===== config.mk =====
export PLATFORM = sky130hd
export DESIGN_NAME = conv_mac_pipe
export DESIGN_NICKNAME = d
export VERILOG_FILES = /design/src/rtl/conv_pkg.sv /design/src/rtl/conv_add_tree.sv /design/src/rtl/conv_mac_pipe.sv
export SDC_FILE = /design/constraint.sdc
export NUM_CORES = 2
export LEC_CHECK = 0
export ABC_AREA = 1
export ABC_CLOCK_PERIOD_IN_PS = 10000
export CORE_ASPECT_RATIO = 1.4
export CORE_MARGIN = 1.5
export CORE_UTILIZATION = 35
export DETAILED_ROUTE_END_ITERATION = 6
export PLACE_DENSITY_LB_ADDON = 0.25
export SLEW_MARGIN = 0
export SYNTH_ARGS = -nofsm -noshare
export SYNTH_HDL_FRONTEND = slang
export SYNTH_SLANG_ARGS = --single-unit

===== constraint.sdc =====
create_clock -name clk -period 10 [get_ports clk]
set_input_delay 1.5 -clock clk [delete_from_list [all_inputs] [get_ports clk]]
set_output_delay 1.5 -clock clk [all_outputs]
set_load 0.005 [all_outputs]

===== src/rtl/conv_pkg.sv =====
// Shared helpers and default widths for the convolution MAC family.
// Provides clog2 and a wide-to-narrow signed saturation helper.
package conv_pkg;

  localparam int PX_W_DEF  = 8;
  localparam int WT_W_DEF  = 8;
  localparam int ACC_W_DEF = 32;
  localparam int OUT_W_DEF = 16;

  typedef struct packed {
    logic signed [63:0] val;
    logic               sat;
  } sat_t;

  function automatic int clog2(input int n);
    int r;
    r = 0;
    while ((1 << r) < n) r++;
    return r;
  endfunction

  // Operates on a 64-bit sign-extended accumulator so one helper serves any ACC_W <= 64.
  function automatic sat_t saturate(input logic signed [63:0] v, input int out_w);
    sat_t res;
    logic signed [63:0] mx;
    logic signed [63:0] mn;
    mx = (64'sd1 <<< (out_w - 1)) - 64'sd1;
    mn = -mx - 64'sd1;
    res.val = v;
    res.sat = 1'b0;
    if (v > mx) begin
      res.val = mx;
      res.sat = 1'b1;
    end else if (v < mn) begin
      res.val = mn;
      res.sat = 1'b1;
    end
    return res;
  endfunction

endpackage


===== src/rtl/conv_add_tree.sv =====
// Registered binary adder tree over N signed operands, clog2(N) levels, one register per level.
// Latency clog2(N) cycles; every level holds when en=0 (no bubble compression).
module conv_add_tree
  import conv_pkg::*;
#(
  parameter int N = 10,
  parameter int W = 32
) (
  input  logic               clk,
  input  logic               rst_n,
  input  logic               en,
  input  logic               in_vld,
  input  logic [N*W-1:0]     in_dat,
  output logic               out_vld,
  output logic signed [W-1:0] out_dat
);

  localparam int D = clog2(N);

  function automatic int cnt(input int l);
    return (N + (1 << l) - 1) >> l;
  endfunction

  function automatic int cl(input int x);
    return (x < N) ? x : N - 1;
  endfunction

  logic signed [W-1:0] leaf [N];
  logic signed [W-1:0] stg  [D][N];
  logic signed [W-1:0] nx   [D][N];
  logic [D-1:0]        vld;

  // Level l pairs operands 2j and 2j+1 of level l-1; an odd leftover is carried through.
  always_comb begin
    for (int i = 0; i < N; i++) leaf[i] = in_dat[i*W +: W];
    for (int l = 0; l < D; l++) begin
      for (int j = 0; j < N; j++) begin
        nx[l][j] = '0;
        if (j < cnt(l + 1)) begin
          if (l == 0) begin
            nx[l][j] = leaf[cl(2*j)];
            if (2*j + 1 < cnt(l)) nx[l][j] = leaf[cl(2*j)] + leaf[cl(2*j + 1)];
          end else begin
            nx[l][j] = stg[(l > 0) ? l - 1 : 0][cl(2*j)];
            if (2*j + 1 < cnt(l))
              nx[l][j] = stg[(l > 0) ? l - 1 : 0][cl(2*j)] + stg[(l > 0) ? l - 1 : 0][cl(2*j + 1)];
          end
        end
      end
    end
  end

  always_ff @(posedge clk) begin
    if (en) stg <= nx;
  end

  always_ff @(posedge clk or negedge rst_n) begin
    if (!rst_n) begin
      vld <= '0;
    end else if (en) begin
      vld[0] <= in_vld;
      for (int l = 1; l < D; l++) vld[l] <= vld[l-1];
    end
  end

  assign out_vld = vld[D-1];
  assign out_dat = stg[D-1][0];

endmodule


===== src/rtl/conv_mac_pipe.sv =====
// Pipelined K-tap MAC + bias with saturation; latency clog2(K+1)+2, one global stall enable.
// in_ready = !out_valid || out_ready; optional ReLU after saturation via CONV_MAC_RELU_EN.
module conv_mac_pipe
  import conv_pkg::*;
#(
  parameter int K         = 9,
  parameter int PX_W      = PX_W_DEF,
  parameter int PX_SIGNED = 0,
  parameter int WT_W      = WT_W_DEF,
  parameter int ACC_W     = ACC_W_DEF,
  parameter int OUT_W     = OUT_W_DEF
) (
  input  logic                    clk,
  input  logic                    rst_n,
  input  logic                    in_valid,
  output logic                    in_ready,
  input  logic [K*PX_W-1:0]       in_px,
  input  logic [K*WT_W-1:0]       in_wt,
  input  logic signed [ACC_W-1:0] in_bias,
  output logic                    out_valid,
  input  logic                    out_ready,
  output logic signed [OUT_W-1:0] out_data,
  output logic                    out_sat
);

  localparam int N  = K + 1;
  localparam int PW = PX_W + WT_W + 1;

  logic adv;
  assign adv      = !out_valid || out_ready;
  assign in_ready = adv;

  logic signed [ACC_W-1:0] prod_c [K];
  logic signed [ACC_W-1:0] prod_r [K];
  logic signed [ACC_W-1:0] bias_r;
  logic                    s0_vld;

  for (genvar i = 0; i < K; i++) begin : g_tap
    logic [PX_W-1:0]        px;
    logic signed [PX_W:0]   pe;
    logic signed [WT_W-1:0] we;
    logic signed [PW-1:0]   pr;
    assign px = in_px[i*PX_W +: PX_W];
    // The extra pixel bit keeps unsigned pixels non-negative in the signed multiply.
    assign pe = (PX_SIGNED != 0) ? $signed({px[PX_W-1], px}) : $signed({1'b0, px});
    assign we = in_wt[i*WT_W +: WT_W];
    assign pr = pe * we;
    assign prod_c[i] = ACC_W'(pr);
  end

  always_ff @(posedge clk or negedge rst_n) begin
    if (!rst_n) s0_vld <= 1'b0;
    else if (adv) s0_vld <= in_valid;
  end

  always_ff @(posedge clk) begin
    if (adv && in_valid) begin
      prod_r <= prod_c;
      bias_r <= in_bias;
    end
  end

  logic [N*ACC_W-1:0]      tree_in;
  logic                    tree_vld;
  logic signed [ACC_W-1:0] tree_sum;

  for (genvar i = 0; i < K; i++) begin : g_leaf
    assign tree_in[i*ACC_W +: ACC_W] = prod_r[i];
  end
  assign tree_in[K*ACC_W +: ACC_W] = bias_r;

  conv_add_tree #(.N(N), .W(ACC_W)) u_tree (
    .clk     (clk),
    .rst_n   (rst_n),
    .en      (adv),
    .in_vld  (s0_vld),
    .in_dat  (tree_in),
    .out_vld (tree_vld),
    .out_dat (tree_sum)
  );

  sat_t                    sr;
  logic signed [OUT_W-1:0] res_c;

  always_comb begin
    sr    = saturate(64'(tree_sum), OUT_W);
    res_c = sr.val[OUT_W-1:0];
`ifdef CONV_MAC_RELU_EN
    if (res_c[OUT_W-1]) res_c = '0;
`else
    res_c = sr.val[OUT_W-1:0];
`endif
  end

  always_ff @(posedge clk or negedge rst_n) begin
    if (!rst_n) begin
      out_valid <= 1'b0;
      out_data  <= '0;
      out_sat   <= 1'b0;
    end else if (adv) begin
      out_valid <= tree_vld;
      if (tree_vld) begin
        out_data <= res_c;
        out_sat  <= sr.sat;
      end
    end
  end

endmodule


==> run_results.csv <==
group,metric,value,unit
min_path,hp-class,"register to register",
layout,fin_cells,8283,
layout,diodes,0,
critical_path,required,10.39,ns
cts,cts_buffers,55,
pwr,p_sw,7.701,mW
floorplanning,core,0.1409,mm²
synthesis,synth_edf_count,481,
pwr,internal-power,8.839,mW
min_path,hp-start,"u_tree.nx[870]$_DFFE_PN_",
layout,syn_to_final_growth,11.77,%
sta,tightest_slew,1.027,ns
outcome,outcome,"completed",
critical_path,crit_top_cell,"fa_1",
cts,clk_pin_slew,0.06,ns
sta,skew,0.02130,ns
cts,clock_latency,0.63,ns
critical_path,crit_buf_inv,5,
critical_path,max_stage_delay,0.49,ns
cts,tritoncts,"done",
cts,hold_buffers,0,
detailed_routing,drc_errors,0,
detailed_routing,wl,114900,µm
sta,post-route-min-period,5.423,ns
sta,clock.fmax,184.4,MHz
critical_path,cp-end-kind,"register",
critical_path,critPathTopFamily,"adder cells",
pwr,combPwrFrac,59.7,%
layout,drive_gt1_share,2.944,%
synthesis,syn_area,0.04961,mm²
detailed_routing,vias,37480,
detailed_routing,ant_nets,0,
synthesis,synth_nets,7330,
floorplanning,die_h,448.5,µm
critical_path,worstPathArrival,5.81,ns
floorplanning,dieWidth,321.2,µm
placement,dp_slack,3.933,ns
detailed_routing,dr.pass1.iters,5,
synthesis,synth.avg_cell_area,7.971,µm²
sta,finalCritPeriodShare,54.23,%
grt,antenna_found_initial,0,
layout,final_net_count,7447,
critical_path,worstSetupPathType,"input pin to register",
pwr,leakage,30.15,nW
detailed_routing,wl_per_cell,13.88,µm
pwr,p_sw_share,46.56,%
grt,grt_pass1_vias,38520,
synthesis,ys_seq_area_share,30.27,%
placement,io_buffers,198,
cts,cts_setup_buffers,0,
floorplanning,io_pins,199,
synthesis,yosys_warnings,0,
sta,hold_viol,0,
sta,rsz0062_at_grt,"false",
synthesis,synthCells,6224,
cts,cts_buffer_depth,3,
pwr,ir_drop,0.1785,mV
synthesis,async_reset_ff_share,4.563,%
critical_path,r2r-start,"out_valid$_DFFE_PN0N_",
grt,grt_first_pass_wirelength,190700,µm
detailed_routing,top_layer_used,"met4",
cts,htreeDepth,2,
cts,cts_resized,0,
pwr,power_frac_clock,13.2,%
sta,slew_viol_final,0,
synthesis,yosysUniqueCellTypes,41,
job,drv_cap,0,
detailed_routing,drtIter0Drc,1503,
pwr,seq_power_share,27.2,%
detailed_routing,via_per_inst,4.525,
critical_path,crit_path_start_kind,"input pin",
grt,grt_max_degree,182,
floorplanning,row_count,163,
pwr,power_density,298.3,mW/mm²
synthesis,synth_seq_cells,504,
sta,hold_ws,0.4186,ns
sta,finalSetupViolations,0,
placement,gp_congestion,0.8854,
synthesis,ys.flop_type,"edfxtp_1",
sta,setup_tns,0,ns
sta,setup_ws,4.577,ns
placement,dp_hpwl,96220,µm
cts,cts-root-buf,"clkbuf_16",
placement,place_inst,8181,
floorplanning,start_util,35.20,%
critical_path,crit_chain,"clkdlybuf4s50_1 > clkinv_1 > or2_2 > fa_1 > fa_1 > inv_1 > fa_1 > inv_1 > fa_1 > inv_1 > ha_1 > nand2_1 > o21ai_0 > nand4_1 > nand4_1 > nand2_1",
detailed_routing,wl_met1,45000,µm
sta,max_slew_margin,31.33,%
detailed_routing,route.met2.wl,65160,µm
grt,grt-ovfl-total,0,
placement,place_area,0.05350,mm²
critical_path,worst_path_max_delay_cell,"clkdlybuf4s50_1",
critical_path,cp_max_fo,9,
detailed_routing,route.met3.wl,2118,µm
layout,postLayoutCellArea,0.05545,mm²
critical_path,startpoint,"in_wt[63]",
floorplanning,dieArea,0.1441,mm²
grt,grt_usage,16.30,%
cts,clock_sinks,504,
-- power groups by stage --
| stage | combinational [mW] | clock (mW) | sequential (mW) |
|---|---|---|---|
| 2_1_floorplan | 7.46 | 0 | 4.30 |
| 3_3_place_gp | 9.90 | 0 | 4.57 |
| 3_5_place_dp | 9.97 | 0 | 4.57 |
| 4_1_cts | 10.0 | 2.25 | 4.54 |
| 5_1_grt | 11.4 | 2.32 | 4.58 |
| 6_report | 9.87 | 2.18 | 4.50 |
-- worst register-to-register path: cells and delay by family, from the launching register on --
family | cells | cell delay [ns]
buf+inv | 4 | 1.35
simple gates | 2 | 0.39
flops | 1 | 0.37
-- final timing paths --
| check | to | depth (start not counted) | slack [ns] |
|---|---|---|---|
| setup reg to reg | prod_r[101]$_DFFE_PP_ | 6 | 7.19 |
| setup / recovery | prod_r[48]$_DFFE_PP_ | 16 | 4.58 |
| min in group asynchronous | s0_vld$_DFFE_PN0N_ | 1 | 1.42 |
| hold reg to reg | u_tree.nx[582]$_DFFE_PN_ | 0 | 0.42 |
| hold / removal | u_tree.nx[582]$_DFFE_PN_ | 0 | 0.42 |
| max in group asynchronous | out_data[13]$_DFFE_PN0P_ | 1 | 7.93 |
-- logic make-up (layout without fill, tap and decap cells) --
family          count (synthesis)  after routing  synth area share [%]
fa+ha+maj                     926            926                 28.53
flops                         504            504                 30.27
simple gates                 2580           2580                 21.00
xor+xnor                      190            190                 3.354
compound gates                417            417                 4.676
buf+inv                      1607           1769                 12.17
-- layout make-up --
type | count | area, µm²
Clock buffer | 62 | 1455
Clock inverter | 40 | 504.2
Fill cell | 14580 | 85470
Inverter | 1467 | 5527
Multi-Input combinational cell | 4113 | 28550
Sequential cell | 504 | 15020
Tap cell | 1897 | 2374
Timing Repair Buffer | 200 | 2022
-- flip-flops by register name, summed over array words and instances, names as in the netlist --
name / count
u_tree.out_dat: 32
out_valid: 1
out_sat: 1
s0_vld: 1
u_tree.stg: 200
prod_r: 153
out_data: 16
u_tree.vld: 4
u_tree.nx: 64
bias_r: 32
-- metrics by stage --
stage	total power [mW]	util (%)
CTS	16.80	39.35
detailed placement	14.53	37.96
global route	18.33	39.35
global placement	14.46	37.96
finish	16.54	39.35
floorplan	11.76	-
-- layout by cell type, fill, tap and decap left out, types with 9 or more instances in the layout --
| master | instances |
|---|---|
| nand4_1 | 42 |
| bufinv_16 | 9 |
| inv_1 | 1456 |
| nand2_2 | 27 |
| clkbuf_16 | 57 |
| a31oi_1 | 17 |
| edfxtp_1 | 481 |
| xor2_1 | 129 |
| dfrtp_1 | 23 |
| ha_1 | 584 |
| clkinv_1 | 17 |
| nand3_1 | 238 |
| o21ai_2 | 9 |
| nand3_2 | 12 |
| nor3_1 | 39 |
| fa_1 | 342 |
| xnor2_1 | 61 |
| a21oi_1 | 243 |
| clkdlybuf4s50_1 | 198 |
| or2_2 | 28 |
| o21bai_1 | 20 |
| nand2_1 | 1803 |
| a21o_1 | 23 |
| nor2_1 | 374 |
| o21ai_0 | 82 |
-- metal layers --
layer	vias up	track usage, %
li1	19350	-
met1	17570	17.38
met2	402	33.74
met3	156	1.298
met4	0	3.946
met5	-	0
-- synth_stat cells, drive strengths merged, types with 6 or more instances --
cell    number  area share (%)
o21ai       97             1.0
nand2     1830              14
nand4       42            0.53
clkinv       9           0.068
edfxtp     481              29
or2         30            0.38
nor2       381             2.9
dfrtp       23             1.2
fa         342              14
a21oi      247             2.5
xor2       129             2.3
nor3        41            0.43
a31oi       17            0.21
ha         584              15
a21o        23            0.35
o21bai      23            0.37
o21a         6           0.091
nand3      250             2.6
clkbuf     138             1.0
xnor2       61             1.1
inv       1458              11
Power figures use the tool's default switching activity.
